[src/rtl/elevator_pkg.sv]
// Shared definitions for the elevator call panel and its controller.
// Holds the floor constants, the controller's direction encoding and the
// request-FSM state type. The CALL_CANCEL_EN build macro is consumed by
// elevator_call_panel, not here.
package elevator_pkg;

    localparam int unsigned NUM_FLOORS = 4;
    localparam int unsigned NUM_BUTTONS = 10;

    localparam logic [1:0] FLOOR1 = 2'd0;
    localparam logic [1:0] FLOOR2 = 2'd1;
    localparam logic [1:0] FLOOR3 = 2'd2;
    localparam logic [1:0] FLOOR4 = 2'd3;

    // Matches the controller's travel-direction encoding 0/1/2.
    typedef enum logic [1:0] {
        DirIdle = 2'd0,
        DirUp   = 2'd1,
        DirDown = 2'd2
    } dir_e;

    typedef enum logic [1:0] {
        StIdle   = 2'd0,
        StOffer  = 2'd1,
        StLocked = 2'd2
    } req_state_e;

endpackage

[src/rtl/button_debounce.sv]
// Single-button debouncer with a one-shot press output.
// Ports:
//   clk    - system clock
//   reset  - asynchronous active-high reset
//   btn    - raw button input
//   press  - high for exactly one cycle: the cycle whose rising edge brings
//            the run of high samples up to DEB_CYCLES
module button_debounce #(
    parameter int unsigned DEB_CYCLES = 4
) (
    input  logic clk,
    input  logic reset,
    input  logic btn,
    output logic press
);

    localparam int unsigned CNT_W = $clog2(DEB_CYCLES + 1);
    localparam logic [CNT_W-1:0] CNT_MAX = CNT_W'(DEB_CYCLES);
    localparam logic [CNT_W-1:0] CNT_ARM = CNT_W'(DEB_CYCLES - 1);

    logic [CNT_W-1:0] cnt_q;

    // Saturates at DEB_CYCLES so a held button never re-arms the one-shot.
    always_ff @(posedge clk or posedge reset) begin
        if (reset) begin
            cnt_q <= '0;
        end else if (!btn) begin
            cnt_q <= '0;
        end else if (cnt_q != CNT_MAX) begin
            cnt_q <= cnt_q + 1'b1;
        end
    end

    // Combinational so the lamp latches on the same edge the count reaches DEB_CYCLES.
    assign press = btn && (cnt_q == CNT_ARM);

endmodule

[src/rtl/elevator_call_panel.sv]
// Elevator call panel: debounces the car and hall buttons, latches calls,
// drives the lamps and offers one target floor at a time to the controller
// over a valid/ack handshake.
// Build option: CALL_CANCEL_EN - a press on a lit car button cancels that call.
// Ports:
//   clk, reset                    - clock, asynchronous active-high reset
//   F1..F4                        - raw car buttons, floors 0..3
//   F1up..F3up, F2down..F4down    - raw hall buttons
//   floor, up, down, door_open    - controller status
//   req_ack                       - controller accepts req_floor (pulse)
//   car_lamp, hall_up_lamp, hall_dn_lamp - pending calls (hall_dn bit i = floor i+1)
//   req_valid, req_floor, req_locked     - target offer to the controller
module elevator_call_panel
    import elevator_pkg::*;
#(
    parameter int unsigned DEB_CYCLES = 4
) (
    input  logic       clk,
    input  logic       reset,
    input  logic       F1,
    input  logic       F2,
    input  logic       F3,
    input  logic       F4,
    input  logic       F1up,
    input  logic       F2up,
    input  logic       F3up,
    input  logic       F2down,
    input  logic       F3down,
    input  logic       F4down,
    input  logic [1:0] floor,
    input  logic       up,
    input  logic       down,
    input  logic       door_open,
    input  logic       req_ack,
    output logic [3:0] car_lamp,
    output logic [2:0] hall_up_lamp,
    output logic [2:0] hall_dn_lamp,
    output logic       req_valid,
    output logic [1:0] req_floor,
    output logic       req_locked
);

    logic [NUM_BUTTONS-1:0] raw;
    logic [NUM_BUTTONS-1:0] press;

    // Bits 0..3 car, 4..6 hall-up floors 0..2, 7..9 hall-down floors 1..3.
    assign raw = {F4down, F3down, F2down, F3up, F2up, F1up, F4, F3, F2, F1};

    for (genvar i = 0; i < NUM_BUTTONS; i++) begin : g_deb
        button_debounce #(
            .DEB_CYCLES(DEB_CYCLES)
        ) u_deb (
            .clk  (clk),
            .reset(reset),
            .btn  (raw[i]),
            .press(press[i])
        );
    end

    // Lamp next-state: set (or toggle) on press, service clear has priority.
    logic [3:0] at_floor;
    logic [3:0] car_d;
    logic [2:0] hu_d;
    logic [2:0] hd_d;

    always_comb begin
        at_floor = door_open ? (4'b0001 << floor) : 4'b0000;
`ifdef CALL_CANCEL_EN
        car_d = (car_lamp ^ press[3:0]) & ~at_floor;
`else
        car_d = (car_lamp | press[3:0]) & ~at_floor;
`endif
        hu_d = (hall_up_lamp | press[6:4]) & ~(down ? 3'b000 : at_floor[2:0]);
        hd_d = (hall_dn_lamp | press[9:7]) & ~(up ? 3'b000 : at_floor[3:1]);
    end

    always_ff @(posedge clk or posedge reset) begin
        if (reset) begin
            car_lamp     <= '0;
            hall_up_lamp <= '0;
            hall_dn_lamp <= '0;
        end else begin
            car_lamp     <= car_d;
            hall_up_lamp <= hu_d;
            hall_dn_lamp <= hd_d;
        end
    end

    // Target selection over the pending vector.
    logic [3:0] pending;
    logic       has_above;
    logic       has_below;
    logic [1:0] above;
    logic [1:0] below;
    logic [1:0] target;
    logic       reverse;
    logic       sweep_up;

    assign pending = car_lamp | {hall_dn_lamp, 1'b0} | {1'b0, hall_up_lamp};

    always_comb begin
        has_above = 1'b0;
        has_below = 1'b0;
        above     = 2'd0;
        below     = 2'd0;
        // Descending scan leaves the lowest floor above; ascending scan the highest below.
        for (int i = NUM_FLOORS - 1; i >= 0; i--) begin
            if (pending[i] && (i > int'(floor))) begin
                has_above = 1'b1;
                above     = 2'(i);
            end
        end
        for (int i = 0; i < NUM_FLOORS; i++) begin
            if (pending[i] && (i < int'(floor))) begin
                has_below = 1'b1;
                below     = 2'(i);
            end
        end
        target  = floor;
        reverse = 1'b0;
        if (sweep_up) begin
            if (has_above) begin
                target = above;
            end else if (has_below) begin
                target  = below;
                reverse = 1'b1;
            end
        end else begin
            if (has_below) begin
                target = below;
            end else if (has_above) begin
                target  = above;
                reverse = 1'b1;
            end
        end
    end

    req_state_e state;

    always_ff @(posedge clk or posedge reset) begin
        if (reset) begin
            state      <= StIdle;
            req_valid  <= 1'b0;
            req_floor  <= 2'd0;
            req_locked <= 1'b0;
            sweep_up   <= 1'b1;
        end else begin
            case (state)
                StIdle: begin
                    if (|pending) begin
                        state     <= StOffer;
                        req_valid <= 1'b1;
                        req_floor <= target;
                        if (reverse) sweep_up <= ~sweep_up;
                    end
                end
                StOffer: begin
                    if (req_ack) begin
                        state      <= StLocked;
                        req_locked <= 1'b1;
                    end else if (pending == 4'b0000) begin
                        state     <= StIdle;
                        req_valid <= 1'b0;
                    end else begin
                        req_floor <= target;
                        if (reverse) sweep_up <= ~sweep_up;
                    end
                end
                StLocked: begin
                    // Release only on arrival, even if the call was already cleared.
                    if (door_open && (floor == req_floor)) begin
                        state      <= StIdle;
                        req_valid  <= 1'b0;
                        req_locked <= 1'b0;
                    end
                end
                default: state <= StIdle;
            endcase
        end
    end

endmodule

[config.mk]
export PLATFORM = sky130hd
export DESIGN_NAME = elevator_call_panel
export DESIGN_NICKNAME = d
export VERILOG_FILES = /design/src/rtl/elevator_pkg.sv /design/src/rtl/button_debounce.sv /design/src/rtl/elevator_call_panel.sv
export SDC_FILE = /design/constraint.sdc
export NUM_CORES = 1
export LEC_CHECK = 0
export ABC_AREA = 0
export BUFFER_PORTS_ARGS = -buffer_cell sky130_fd_sc_hd__buf_2
export CAP_MARGIN = 10
export CORE_MARGIN = 2
export CORE_UTILIZATION = 45
export DETAILED_ROUTE_END_ITERATION = 8
export GPL_ROUTABILITY_DRIVEN = 1
export PLACE_DENSITY = 0.74
export SLEW_MARGIN = 15
export SYNTH_ARGS = -nofsm -noshare
export SYNTH_HDL_FRONTEND = slang
export SYNTH_SLANG_ARGS = --single-unit
[constraint.sdc]
create_clock -name clk -period 2.3 [get_ports clk]
set_clock_uncertainty 0.15 [all_clocks]
set_input_delay 0.115 -clock clk [delete_from_list [all_inputs] [get_ports clk]]
set_output_delay 0.115 -clock clk [all_outputs]
set_load 0.03 [all_outputs]
* After elaboration in Yosys (flattened, before gate mapping)
Cells that the tools add are included.
Storage, ports and cells: bits in registers 47, input port bits 18, output and inout bits 14, word-level logic and storage cells 179
Cells by class: add/subtract/negate cells 10, $lt $le $gt $ge 6, eq/ne operators 40, shifts and indexed selects 1, muxes and demuxes 65, bitwise operators 12, reductions and logical operators 27
Operator list (number):
- 3-bit 2-to-1 mux | 22
- 3-bit inequality test (second input constant) | 11
- 2-bit 2-to-1 mux | 16
- 3-bit by 1-bit adder with 3-bit output (second input constant) | 10
- 3-bit by 2-bit == test with 1-bit output (second input constant) | 10
- 1-bit 2-to-1 mux | 21
- 2-bit by 1-bit inequality test with 1-bit output (second input constant) | 10
- 1-bit logical AND | 17
- 2-bit inequality test (second input constant) | 6
- 4-bit bitwise OR | 2
- 3-bit bitwise AND | 2
- 3-bit NOT | 2
- 3-bit bitwise OR | 2
- 2-bit case mux with 3 select lines | 1
- 3-bit AND reduction | 2
- 5-bit AND reduction | 1
- 4-bit bitwise AND | 1
- 2-bit greater-than comparator (first input constant) | 2
- 4-bit zero test | 1
- 1-bit by 2-bit less-than comparator with 1-bit output (first input constant) | 2
- 4-bit 2-to-1 mux | 1
- 4-bit NOT | 1
- 4-bit by 3-bit bitwise OR with 4-bit output | 1
- 1-bit case mux with 2 select lines | 2
- other kinds (14) | 15

* Depth between registers and ports, before layout
Gate-level depths: netlist of the first run.
depth in word-level cells 13, gate-level depth with buffers 6, depth with buffers taken out 6

* By module
A second synthesis of the first run with hierarchy kept.
Unflattened totals: cells, all modules 310, area total of the unflattened synthesis 2944.1 um2
Modules (own cells, without submodules):
- button_debounce | instances 10, cells an instance 20, area an instance 193.9 um2, sequential area each 75.1 um2
- elevator_call_panel | instances 1, cells an instance 110, area an instance 1004.7 um2, sequential area each 426.7 um2

* Least setup slack after synthesis of the first run
No wires, ideal clock.
path type register to register, start register hall_up_lamp[1], end register req_valid, setup time 133 ps, arrival time 1504 ps, required time 2017 ps, slack 513 ps, cell stages (with the launch flop) 6, path buffers 0, clock period less this slack 1787 ps, cells stage by stage dfrtp_1 > nor3_4 > nand4_4 > o21a_1 > o31ai_2 > o41ai_2
On the way: word-level cells in the longest chain between the ends 4, elaborated cells between the ends (all ways) 6, classes of those cells 2 x eq/ne; 1 x bitwise; 3 x reduce/logical
RTL lines:
- start: declaration | line elevator_call_panel.sv:36 | output logic [2:0] hall_up_lamp,
- start signal: assignment | line elevator_call_panel.sv:84 | hall_up_lamp <= hu_d;
- 4-bit by 3-bit bitwise OR with 4-bit output (*) | line elevator_call_panel.sv:99 | assign pending = car_lamp | {hall_dn_lamp, 1'b0} | {1'b0, hall_up_lamp};
- 4-bit zero test or 4-bit OR reduction (tied branches) | line elevator_call_panel.sv:161, elevator_call_panel.sv:150
- 2-bit inequality test (no line)
- 5-bit AND reduction (no line) (*)
- end signal: assignment | line elevator_call_panel.sv:152 | req_valid <= 1'b1;
- end signal: assignment | line elevator_call_panel.sv:163 | req_valid <= 1'b0;
- end signal: assignment | line elevator_call_panel.sv:173 | req_valid <= 1'b0;
- end: declaration | line elevator_call_panel.sv:38 | output logic req_valid,
Every way passes the cells marked *; elsewhere a longest branch is shown, timed or not. A chain may end at the register's enable or synchronous reset.

* Worst setup path after layout of the first run
Same ends and word-level chain as after synthesis.

==> impl_results.html, run 1 <==
<table>
<tr><th>Metric</th><th>Value</th></tr>
<tr><th colspan="2">Global route</th></tr>
<tr><td>Overall fraction of global-route tracks in use</td><td>16.0%</td></tr>
<tr><td>Wire length of the first global-routing pass</td><td>8380 um</td></tr>
<tr><td>Overflow after GRT</td><td>0</td></tr>
<tr><td>Maximum number of pins on one net before global-route repair</td><td>48</td></tr>
<tr><td>Initial antenna violation count</td><td>0</td></tr>
<tr><td>Number of global-route vias before repair</td><td>1983</td></tr>
<tr><th colspan="2">Route</th></tr>
<tr><td>Number of remaining DRC errors</td><td>0</td></tr>
<tr><td>Vias post-DR</td><td>approximately 2000</td></tr>
<tr><td>Total wire length</td><td>4740 um</td></tr>
<tr><td>Routed wire per std cell</td><td>approximately 12 um</td></tr>
<tr><td>Pre-Repair DR Iteration Count</td><td>4</td></tr>
<tr><td>Count of nets left with antenna violations after detail routing</td><td>0</td></tr>
<tr><td>Detailed-route vias per instance</td><td>roughly 4.9</td></tr>
<tr><td>DRC violation total after the first TritonRoute iteration</td><td>130</td></tr>
<tr><th colspan="2">Critical path</th></tr>
<tr><td>Reg-to-reg critical path endpoint</td><td>req_valid</td></tr>
<tr><td>Depth of the most critical reg-to-reg path</td><td>5</td></tr>
<tr><td>Required time reported for the critical path endpoint</td><td>around 2300 ps</td></tr>
<tr><td>Max Fanout on Critical Path</td><td>7</td></tr>
<tr><td>Critical path data arrival time</td><td>1770 ps</td></tr>
<tr><td>Register-to-register path setup slack</td><td>~550 ps</td></tr>
<tr><td>Startpoint type of the worst setup path</td><td>flop</td></tr>
<tr><td>WS Path Type</td><td>flop to flop</td></tr>
<tr><td>Sort of element at the end of the critical path</td><td>flop</td></tr>
<tr><td>Reg2reg start</td><td>hall_up_lamp[1]</td></tr>
<tr><th colspan="2">Finish</th></tr>
<tr><td>Share of cells above drive strength 1</td><td>17.6%</td></tr>
<tr><td>Most frequent standard cell in the layout excluding fill and tap cells</td><td>sky130_fd_sc_hd__dfrtp_1</td></tr>
<tr><td>Filler cell count</td><td>roughly 510</td></tr>
<tr><td>FF/Latch Area</td><td>0.00118 sq mm</td></tr>
<tr><td>Ant diodes</td><td>0</td></tr>
<tr><td>Commonest cells after routing, fill and taps aside</td><td>46 x sky130_fd_sc_hd__dfrtp_1, 35 x sky130_fd_sc_hd__inv_1, 34 x sky130_fd_sc_hd__ha_1</td></tr>
<tr><td>Area growth from synthesis to final layout</td><td>18.9%</td></tr>
<tr><td>Area taken by multi-input logic gates</td><td>0.00143 sq mm</td></tr>
<tr><td>Nets@finish</td><td>375</td></tr>
<tr><th colspan="2">Timing</th></tr>
<tr><td>Final worst path period need</td><td>1750 ps</td></tr>
<tr><td>Final Max Slew Viols</td><td>0</td></tr>
<tr><td>Slack of the critical path</td><td>555 ps</td></tr>
<tr><td>Accumulated negative setup slack</td><td>0 ps</td></tr>
<tr><td>Slew of the pin with the lowest slew margin</td><td>about 370 ps</td></tr>
<tr><td>Final period utilization</td><td>approximately three quarters</td></tr>
<tr><td>Unrepaired setup endpoints after global routing</td><td>false</td></tr>
<tr><td>Hold Violations, Final</td><td>0</td></tr>
<tr><td>Total setup violations reported at the end of the flow</td><td>0</td></tr>
<tr><td>Tightest slew margin relative to the limit</td><td>75.1%</td></tr>
<tr><td>Highest attainable clock frequency</td><td>0.573 GHz</td></tr>
<tr><th colspan="2">Hold path</th></tr>
<tr><td>Worst hold endpoint</td><td>car_lamp[3]</td></tr>
<tr><td>Class of the worst hold path</td><td>input pin to flop</td></tr>
<tr><td>Worst hold path cell count</td><td>2</td></tr>
<tr><td>Hold path startpoint</td><td>floor[1]</td></tr>
<tr><th colspan="2">Clock network</th></tr>
<tr><td>Root Buffer Master</td><td>sky130_fd_sc_hd__clkbuf_8</td></tr>
<tr><td>CTS sink count</td><td>47</td></tr>
<tr><td>CTS buffer count</td><td>5</td></tr>
<tr><td>Clock insertion delay at the later pin of the skew report</td><td>290 ps</td></tr>
<tr><td>Number of buffers between clock root and the deepest sink</td><td>2</td></tr>
<tr><td>H-tree depth</td><td>2</td></tr>
<tr><td>Buffers inserted by post-CTS timing repair</td><td>0</td></tr>
<tr><td>Clock tree from TritonCTS</td><td>built</td></tr>
<tr><td>Clock Pin Slew Worst Setup and Hold Paths</td><td>80 ps</td></tr>
<tr><th colspan="2">Logic synthesis</th></tr>
<tr><td>Synth Flop Type</td><td>sky130_fd_sc_hd__dfrtp_1</td></tr>
<tr><td>Syn avg cell area</td><td>approximately 10 sq um</td></tr>
<tr><td>Synthesized netlist net count</td><td>approximately 320</td></tr>
<tr><td>Sequential element share of the synthesized area</td><td>42.7%</td></tr>
<tr><td>Fraction of registers with async set or reset after synthesis</td><td>100%</td></tr>
<tr><td>Count of different cell masters after synthesis</td><td>45</td></tr>
<tr><td>Count of synthesis-stage warnings from yosys</td><td>0</td></tr>
<tr><td>Syn Inst Count</td><td>272</td></tr>
<tr><td>EDFF count, synth</td><td>0</td></tr>
<tr><td>Synthesized area</td><td>about 0.0028 sq mm</td></tr>
<tr><td>Flip-flop and latch count after synthesis</td><td>47</td></tr>
<tr><th colspan="2">Status</th></tr>
<tr><td>Result of the run</td><td>complete, no violations</td></tr>
<tr><th colspan="2">Die</th></tr>
<tr><td>Core Region</td><td>just under 0.006 sq mm</td></tr>
<tr><td>Width of the die</td><td>between 80 and 90 um</td></tr>
<tr><td>Full die area</td><td>about 0.0068 sq mm</td></tr>
<tr><td>Effective utilization at floorplan</td><td>between 40% and 50%</td></tr>
<tr><td>I/O pins</td><td>32</td></tr>
<tr><td>Chip height</td><td>around 82 um</td></tr>
<tr><td>Std-Cell Rows</td><td>28</td></tr>
<tr><th colspan="2">Placed design</th></tr>
<tr><td>Half-perimeter wire length of the detailed placement result</td><td>between 3000 and 4000 um</td></tr>
<tr><td>Count of input and output buffers</td><td>31</td></tr>
<tr><td>Setup slack at placement</td><td>around 560 ps</td></tr>
<tr><td>Gp weighted congestion</td><td>between 0.8 and 0.9</td></tr>
<tr><th colspan="2">Power</th></tr>
<tr><td>Leak</td><td>approximately 1.6 nW</td></tr>
<tr><td>Largest voltage drop on the vdd net</td><td>a little under 0.6 mV</td></tr>
<tr><td>Power consumption</td><td>4.18 mW</td></tr>
<tr><td>Pwr Density</td><td>about 1300 mW/mm^2</td></tr>
<tr><th colspan="2">Flow run</th></tr>
<tr><td>Max-Cap Viols</td><td>0</td></tr>
</table>
[through the flow]
step	util, %	cells	hold WS (ps)	instance area [sq um]
2_1_floorplan	-	272	50.7	2760
3_3_place_gp	50.8	376	21.2	3010
3_5_place_dp	50.8	376	27.7	3010
4_1_cts	55.4	399	54.8	3280
5_1_grt	55.4	399	71.6	3280
6_report	55.4	399	71.5	3280
[layer usage]
metal	part of all wire, %	wire [um]	up-vias	track usage (%)
met3	4.5	215	4	4.02
met4	1.5	69	0	5.67
met5	0	0	-	0
li1	-	-	1020	-
met2	48	2260	29	29.0
met1	46	2200	916	18.2
[power by group]
part,internal [mW],switching (mW),total [mW]
combinational,0.866,1.16,2.03
clock,0.352,0.255,0.607
sequential,1.20,0.346,1.55
total,2.42,1.76,4.18
[how the worst max path moves through the flow]
stage,startpoint,to,slack (ps),depth (start not counted)
after CTS,hall_up_lamp[1],req_valid,540,5
after floorplan,hall_up_lamp[1],req_valid,510,5
final,hall_up_lamp[1],req_valid,550,5
after global routing,hall_up_lamp[1],req_valid,440,5
after global placement,hall_up_lamp[1],req_valid,590,5
after detailed placement,hall_up_lamp[1],req_valid,560,5
[logic make-up after synthesis]
logic type	share of synthesized area [%]
AND/OR/NAND/NOR	14.5
AO/OA/AOI/OAI	17.2
flip-flops	42.7
buffers and inverters	5.58
adder cells (fa/ha/maj)	15.4
XOR/XNOR	3.81
multiplexers	0.772
[synthesized netlist by cell type (all sizes together) (2+ instances only)]
| cell | n | share of area, % |
|---|---|---|
| nor3 | 4 | 1.7 |
| ha | 34 | 15 |
| nand2b | 4 | 1.0 |
| inv | 37 | 5.0 |
| xnor2 | 10 | 3.2 |
| o21a | 2 | 0.54 |
| dfrtp | 46 | 42 |
| nand3 | 11 | 2.0 |
| o21ai | 4 | 0.86 |
| buf | 3 | 0.54 |
| a21oi | 14 | 2.5 |
| nand4 | 2 | 1.0 |
| nand2 | 26 | 3.5 |
| o31ai | 2 | 1.2 |
| xor2 | 2 | 0.64 |
| nor2 | 14 | 2.1 |
| and2 | 11 | 2.5 |
| a21o | 3 | 0.82 |
| o2bb2ai | 4 | 1.3 |
| a21boi | 20 | 5.4 |
| a31oi | 5 | 1.1 |
[critical path, cell delays in order (launching register included)]
cell and delay [ps]:
sky130_fd_sc_hd__dfrtp_1 430, sky130_fd_sc_hd__nor3_4 360, sky130_fd_sc_hd__nand4_4 170, sky130_fd_sc_hd__o21a_1 230, sky130_fd_sc_hd__o31ai_2 190, sky130_fd_sc_hd__o41ai_2 100
[repair_timing]
action	CTS	global route
gates resized for setup	0	0
hold buffers	15	0
endpoints found under the hold margin	87	0
[sequential cells by signal (all words and copies together), names as in the netlist]
register	flops
state	2
hall_up_lamp	3
car_lamp	4
sweep_up	1
hall_dn_lamp	3
req_locked	1
req_valid	1
g_deb.u_deb.cnt_q	30
req_floor	2
[cell type report]
cell class,count,area share [%]
sequential,47,35.9
clock buffer,6,2.52
inverter,37,4.24
tap,75,2.86
multi-input combinational,185,43.5
clock inverter,2,1.07
timing repair buffer,47,9.92
(Power assumes the default switching activity.)
==> run 2, diff against run 1 <==
--- a/config.mk
+++ b/config.mk
@@ -12,7 +12,7 @@
 export CORE_UTILIZATION = 45
 export DETAILED_ROUTE_END_ITERATION = 8
 export GPL_ROUTABILITY_DRIVEN = 1
-export PLACE_DENSITY = 0.74
+export PLACE_DENSITY = 0.77
 export SLEW_MARGIN = 15
 export SYNTH_ARGS = -nofsm -noshare
 export SYNTH_HDL_FRONTEND = slang
==> constraint.sdc (replaced) <==
create_clock -name clk -period 1.41 [get_ports clk]
set_clock_uncertainty 0.15 [all_clocks]
set_input_delay 0.0705 -clock clk [delete_from_list [all_inputs] [get_ports clk]]
set_output_delay 0.0705 -clock clk [all_outputs]
set_load 0.03 [all_outputs]
==> run 2 against run 1 <==
The flow now finishes with violations (setup timing). Non-clock buffer count rose by 40. Global-route usage rose by 2.9 points. Setup slack got worse by 810 ps. Worst hold slack got worse by 37 ps. Register-to-register slack got worse by 810 ps. Largest power group unchanged. Combinational power rose by 120%. Sequential share of layout area fell by 3.4 points. Fmax rose by 4.7%. Highest routed layer unchanged. Clock power rose by 61%. Utilization rose by 6.3 points. Total power rose by 90%.
==> impl_results.html, run 2 (synthesis gave the netlist of run 1 again) <==
<table>
<tr><th>Metric</th><th>Value</th></tr>
<tr><th colspan="2">Status</th></tr>
<tr><td>Result of the run</td><td>complete, but fails checks</td></tr>
<tr><td>Failing checks</td><td>setup timing</td></tr>
<tr><th colspan="2">Timing</th></tr>
<tr><td>Final Max Slew Viols</td><td>0 (unchanged)</td></tr>
<tr><td>Hold Violations, Final</td><td>0 (unchanged)</td></tr>
<tr><td>Accumulated negative setup slack</td><td>-1460 ps (-1460 ps)</td></tr>
<tr><td>Slew of the pin with the lowest slew margin</td><td>347 ps (-26.1 ps)</td></tr>
<tr><td>Tightest slew margin relative to the limit</td><td>76.8% (+1.7 points)</td></tr>
<tr><td>Total setup violations reported at the end of the flow</td><td>7 (+7)</td></tr>
<tr><td>Unrepaired setup endpoints after global routing</td><td>true</td></tr>
<tr><td>Final worst path period need</td><td>1670 ps (-78.5 ps)</td></tr>
<tr><td>Final period utilization</td><td>118% (+42 points)</td></tr>
<tr><td>Slack of the critical path</td><td>-257 ps (-811 ps)</td></tr>
<tr><td>Highest attainable clock frequency</td><td>0.600 GHz (+4.7%)</td></tr>
<tr><th colspan="2">Finish</th></tr>
<tr><td>Share of the core filled with cells</td><td>61.6% (+6.3 points)</td></tr>
<tr><td>Commonest cells after routing, fill and taps aside</td><td>39 x sky130_fd_sc_hd__dfrtp_1, 35 x sky130_fd_sc_hd__inv_1, 35 x sky130_fd_sc_hd__buf_4</td></tr>
<tr><td>Registers with the most flip-flops</td><td>g_deb.u_deb.cnt_q: 30 flops, car_lamp: 4 flops</td></tr>
<tr><td>Nets@finish</td><td>415 (+11%)</td></tr>
<tr><td>Filler cell count</td><td>496 (-2.4%)</td></tr>
<tr><td>Most frequent standard cell in the layout excluding fill and tap cells</td><td>sky130_fd_sc_hd__dfrtp_1</td></tr>
<tr><td>Share of cells above drive strength 1</td><td>30.2% (+13 points)</td></tr>
<tr><td>Count of non-filler cells in the finished layout</td><td>439 (+10%)</td></tr>
<tr><td>Largest register FFs</td><td>30 (unchanged)</td></tr>
<tr><td>FF/Latch Area</td><td>0.00119 sq mm (+0.74%)</td></tr>
<tr><td>Area taken by multi-input logic gates</td><td>0.00147 sq mm (+3.3%)</td></tr>
<tr><td>Ant diodes</td><td>0 (unchanged)</td></tr>
<tr><td>Largest Register</td><td>g_deb.u_deb.cnt_q</td></tr>
<tr><td>Area growth from synthesis to final layout</td><td>32.4%</td></tr>
<tr><th colspan="2">Route</th></tr>
<tr><td>Detailed-route vias per instance</td><td>4.97 (+0.67%)</td></tr>
<tr><td>Total wire length</td><td>5690 um (+20%)</td></tr>
<tr><td>Count of nets left with antenna violations after detail routing</td><td>0 (unchanged)</td></tr>
<tr><td>Number of remaining DRC errors</td><td>0 (unchanged)</td></tr>
<tr><td>DRC violation total after the first TritonRoute iteration</td><td>75 (-42%)</td></tr>
<tr><td>Pre-Repair DR Iteration Count</td><td>4 (unchanged)</td></tr>
<tr><td>Routed wire per std cell</td><td>13.0 um (+9.1%)</td></tr>
<tr><td>Vias post-DR</td><td>2181 (+11%)</td></tr>
<tr><th colspan="2">Flow run</th></tr>
<tr><td>Max-Cap Viols</td><td>0 (unchanged)</td></tr>
<tr><th colspan="2">Global route</th></tr>
<tr><td>Initial antenna violation count</td><td>0 (unchanged)</td></tr>
<tr><td>Wire length of the first global-routing pass</td><td>9700 um (+16%)</td></tr>
<tr><td>Number of global-route vias before repair</td><td>2286 (+15%)</td></tr>
<tr><td>Overflow after GRT</td><td>0 (unchanged)</td></tr>
<tr><td>Overall fraction of global-route tracks in use</td><td>18.9% (+2.9 points)</td></tr>
<tr><td>Maximum number of pins on one net before global-route repair</td><td>23 (-52%)</td></tr>
<tr><th colspan="2">Critical path</th></tr>
<tr><td>Max Fanout on Critical Path</td><td>4 (-3)</td></tr>
<tr><td>WS Path Type</td><td>flop to flop</td></tr>
<tr><td>Required time reported for the critical path endpoint</td><td>1490 ps (-830 ps)</td></tr>
<tr><td>Sort of element at the end of the critical path</td><td>flop</td></tr>
<tr><td>Critical path data arrival time</td><td>1740 ps (-30 ps)</td></tr>
<tr><td>Startpoint type of the worst setup path</td><td>flop</td></tr>
<tr><td>Register-to-register path setup slack</td><td>-260 ps (-810 ps)</td></tr>
<tr><th colspan="2">Clock network</th></tr>
<tr><td>Root Buffer Master</td><td>sky130_fd_sc_hd__clkbuf_8</td></tr>
<tr><td>Clock Pin Slew Worst Setup and Hold Paths</td><td>90 ps (about the same)</td></tr>
<tr><td>CTS sink count</td><td>47 (unchanged)</td></tr>
<tr><td>Clock tree from TritonCTS</td><td>built</td></tr>
<tr><td>CTS buffer count</td><td>5 (unchanged)</td></tr>
<tr><td>Clock insertion delay at the later pin of the skew report</td><td>300 ps (about the same)</td></tr>
<tr><td>Number of buffers between clock root and the deepest sink</td><td>2 (unchanged)</td></tr>
<tr><td>H-tree depth</td><td>2 (unchanged)</td></tr>
<tr><th colspan="2">Power</th></tr>
<tr><td>Largest voltage drop on the vdd net</td><td>0.961 mV (+62%)</td></tr>
<tr><td>Pwr Density</td><td>2170 mW/mm^2 (+70%)</td></tr>
<tr><td>Leak</td><td>1.79 nW (+13%)</td></tr>
<tr><td>Power consumption</td><td>7.92 mW (+90%)</td></tr>
<tr><th colspan="2">Die</th></tr>
<tr><td>Core Region</td><td>0.00592 sq mm (unchanged)</td></tr>
<tr><td>Std-Cell Rows</td><td>28 (unchanged)</td></tr>
<tr><td>Full die area</td><td>0.00677 sq mm (unchanged)</td></tr>
<tr><td>Effective utilization at floorplan</td><td>46.6% (unchanged)</td></tr>
<tr><td>I/O pins</td><td>32 (unchanged)</td></tr>
<tr><td>Width of the die</td><td>82.3 um (unchanged)</td></tr>
<tr><td>Chip height</td><td>82.3 um (unchanged)</td></tr>
<tr><th colspan="2">Placed design</th></tr>
<tr><td>Count of input and output buffers</td><td>31 (unchanged)</td></tr>
<tr><td>Gp weighted congestion</td><td>0.881 (+3.9%)</td></tr>
<tr><td>Half-perimeter wire length of the detailed placement result</td><td>4370 um (+20%)</td></tr>
<tr><td>Placed Cells</td><td>414 (+10%)</td></tr>
<tr><th colspan="2">Hold path</th></tr>
<tr><td>Class of the worst hold path</td><td>input pin to flop</td></tr>
</table>
==> run 2: final timing paths <==
kind                            startpoint                 endpoint  cells after the start
min in group asynchronous            reset                req_valid                      3
setup reg to reg           hall_dn_lamp[1]                 sweep_up                      5
max in group asynchronous            reset  g_deb[0].u_deb.cnt_q[2]                      4
setup / recovery           hall_dn_lamp[1]                 sweep_up                      5
hold reg to reg                   sweep_up                 sweep_up                      1
hold / removal                     req_ack                req_valid                      4
==> run 2: cell type report <==
cell class / instances / area share [%]
Multi-Input combinational cell: 185 / 40.3
Sequential cell: 47 / 32.5
Clock inverter: 1 / 0.823
Clock buffer: 7 / 2.09
Inverter: 37 / 3.81
Timing Repair Buffer: 87 / 17.9
Tap cell: 75 / 2.57
==> run 2: worst max-delay path: stages, from the launching register on <==
cell and delay (ps):
sky130_fd_sc_hd__dfrtp_2 460, sky130_fd_sc_hd__or3_4 390, sky130_fd_sc_hd__nor3_2 190, sky130_fd_sc_hd__o211ai_1 120, sky130_fd_sc_hd__nand2b_1 160, sky130_fd_sc_hd__o2bb2ai_1 120
==> run 2: per-layer routing <==
metal | vias to the layer above | wire length, um | GRT usage [%]
met5 | - | 0 | 0
met4 | 0 | 60 | 6.00
met3 | 5 | 244 | 4.13
li1 | 1102 | - | -
met1 | 1045 | 2490 | 21.8
met2 | 29 | 2890 | 34.5
==> run 2: power breakdown <==
group / total [mW] / internal (mW) / switching [mW]
combinational: 4.46 / 2.20 / 2.27
sequential: 2.48 / 1.98 / 0.503
clock: 0.976 / 0.531 / 0.445
==> run 2: repair_timing <==
| item | CTS | global route |
|---|---|---|
| gates resized for setup | 9 | 7 |
| hold endpoints to repair | 87 | 0 |
| setup endpoints to repair | 7 | 8 |
| setup buffers | 3 | 1 |
| hold buffers | 14 | 0 |
| pin swaps | 8 | 6 |
==> run 2: stage by stage <==
step           hold slack, ps  cell area [sq um]  setup WS [ps]
4_1_cts                  45.3               3620           -258
6_report                 34.1               3650           -257
5_1_grt                  51.4               3650           -360
2_1_floorplan            6.23               2770           -325
3_3_place_gp            -96.7               3310           -229
3_5_place_dp            -92.7               3310           -332
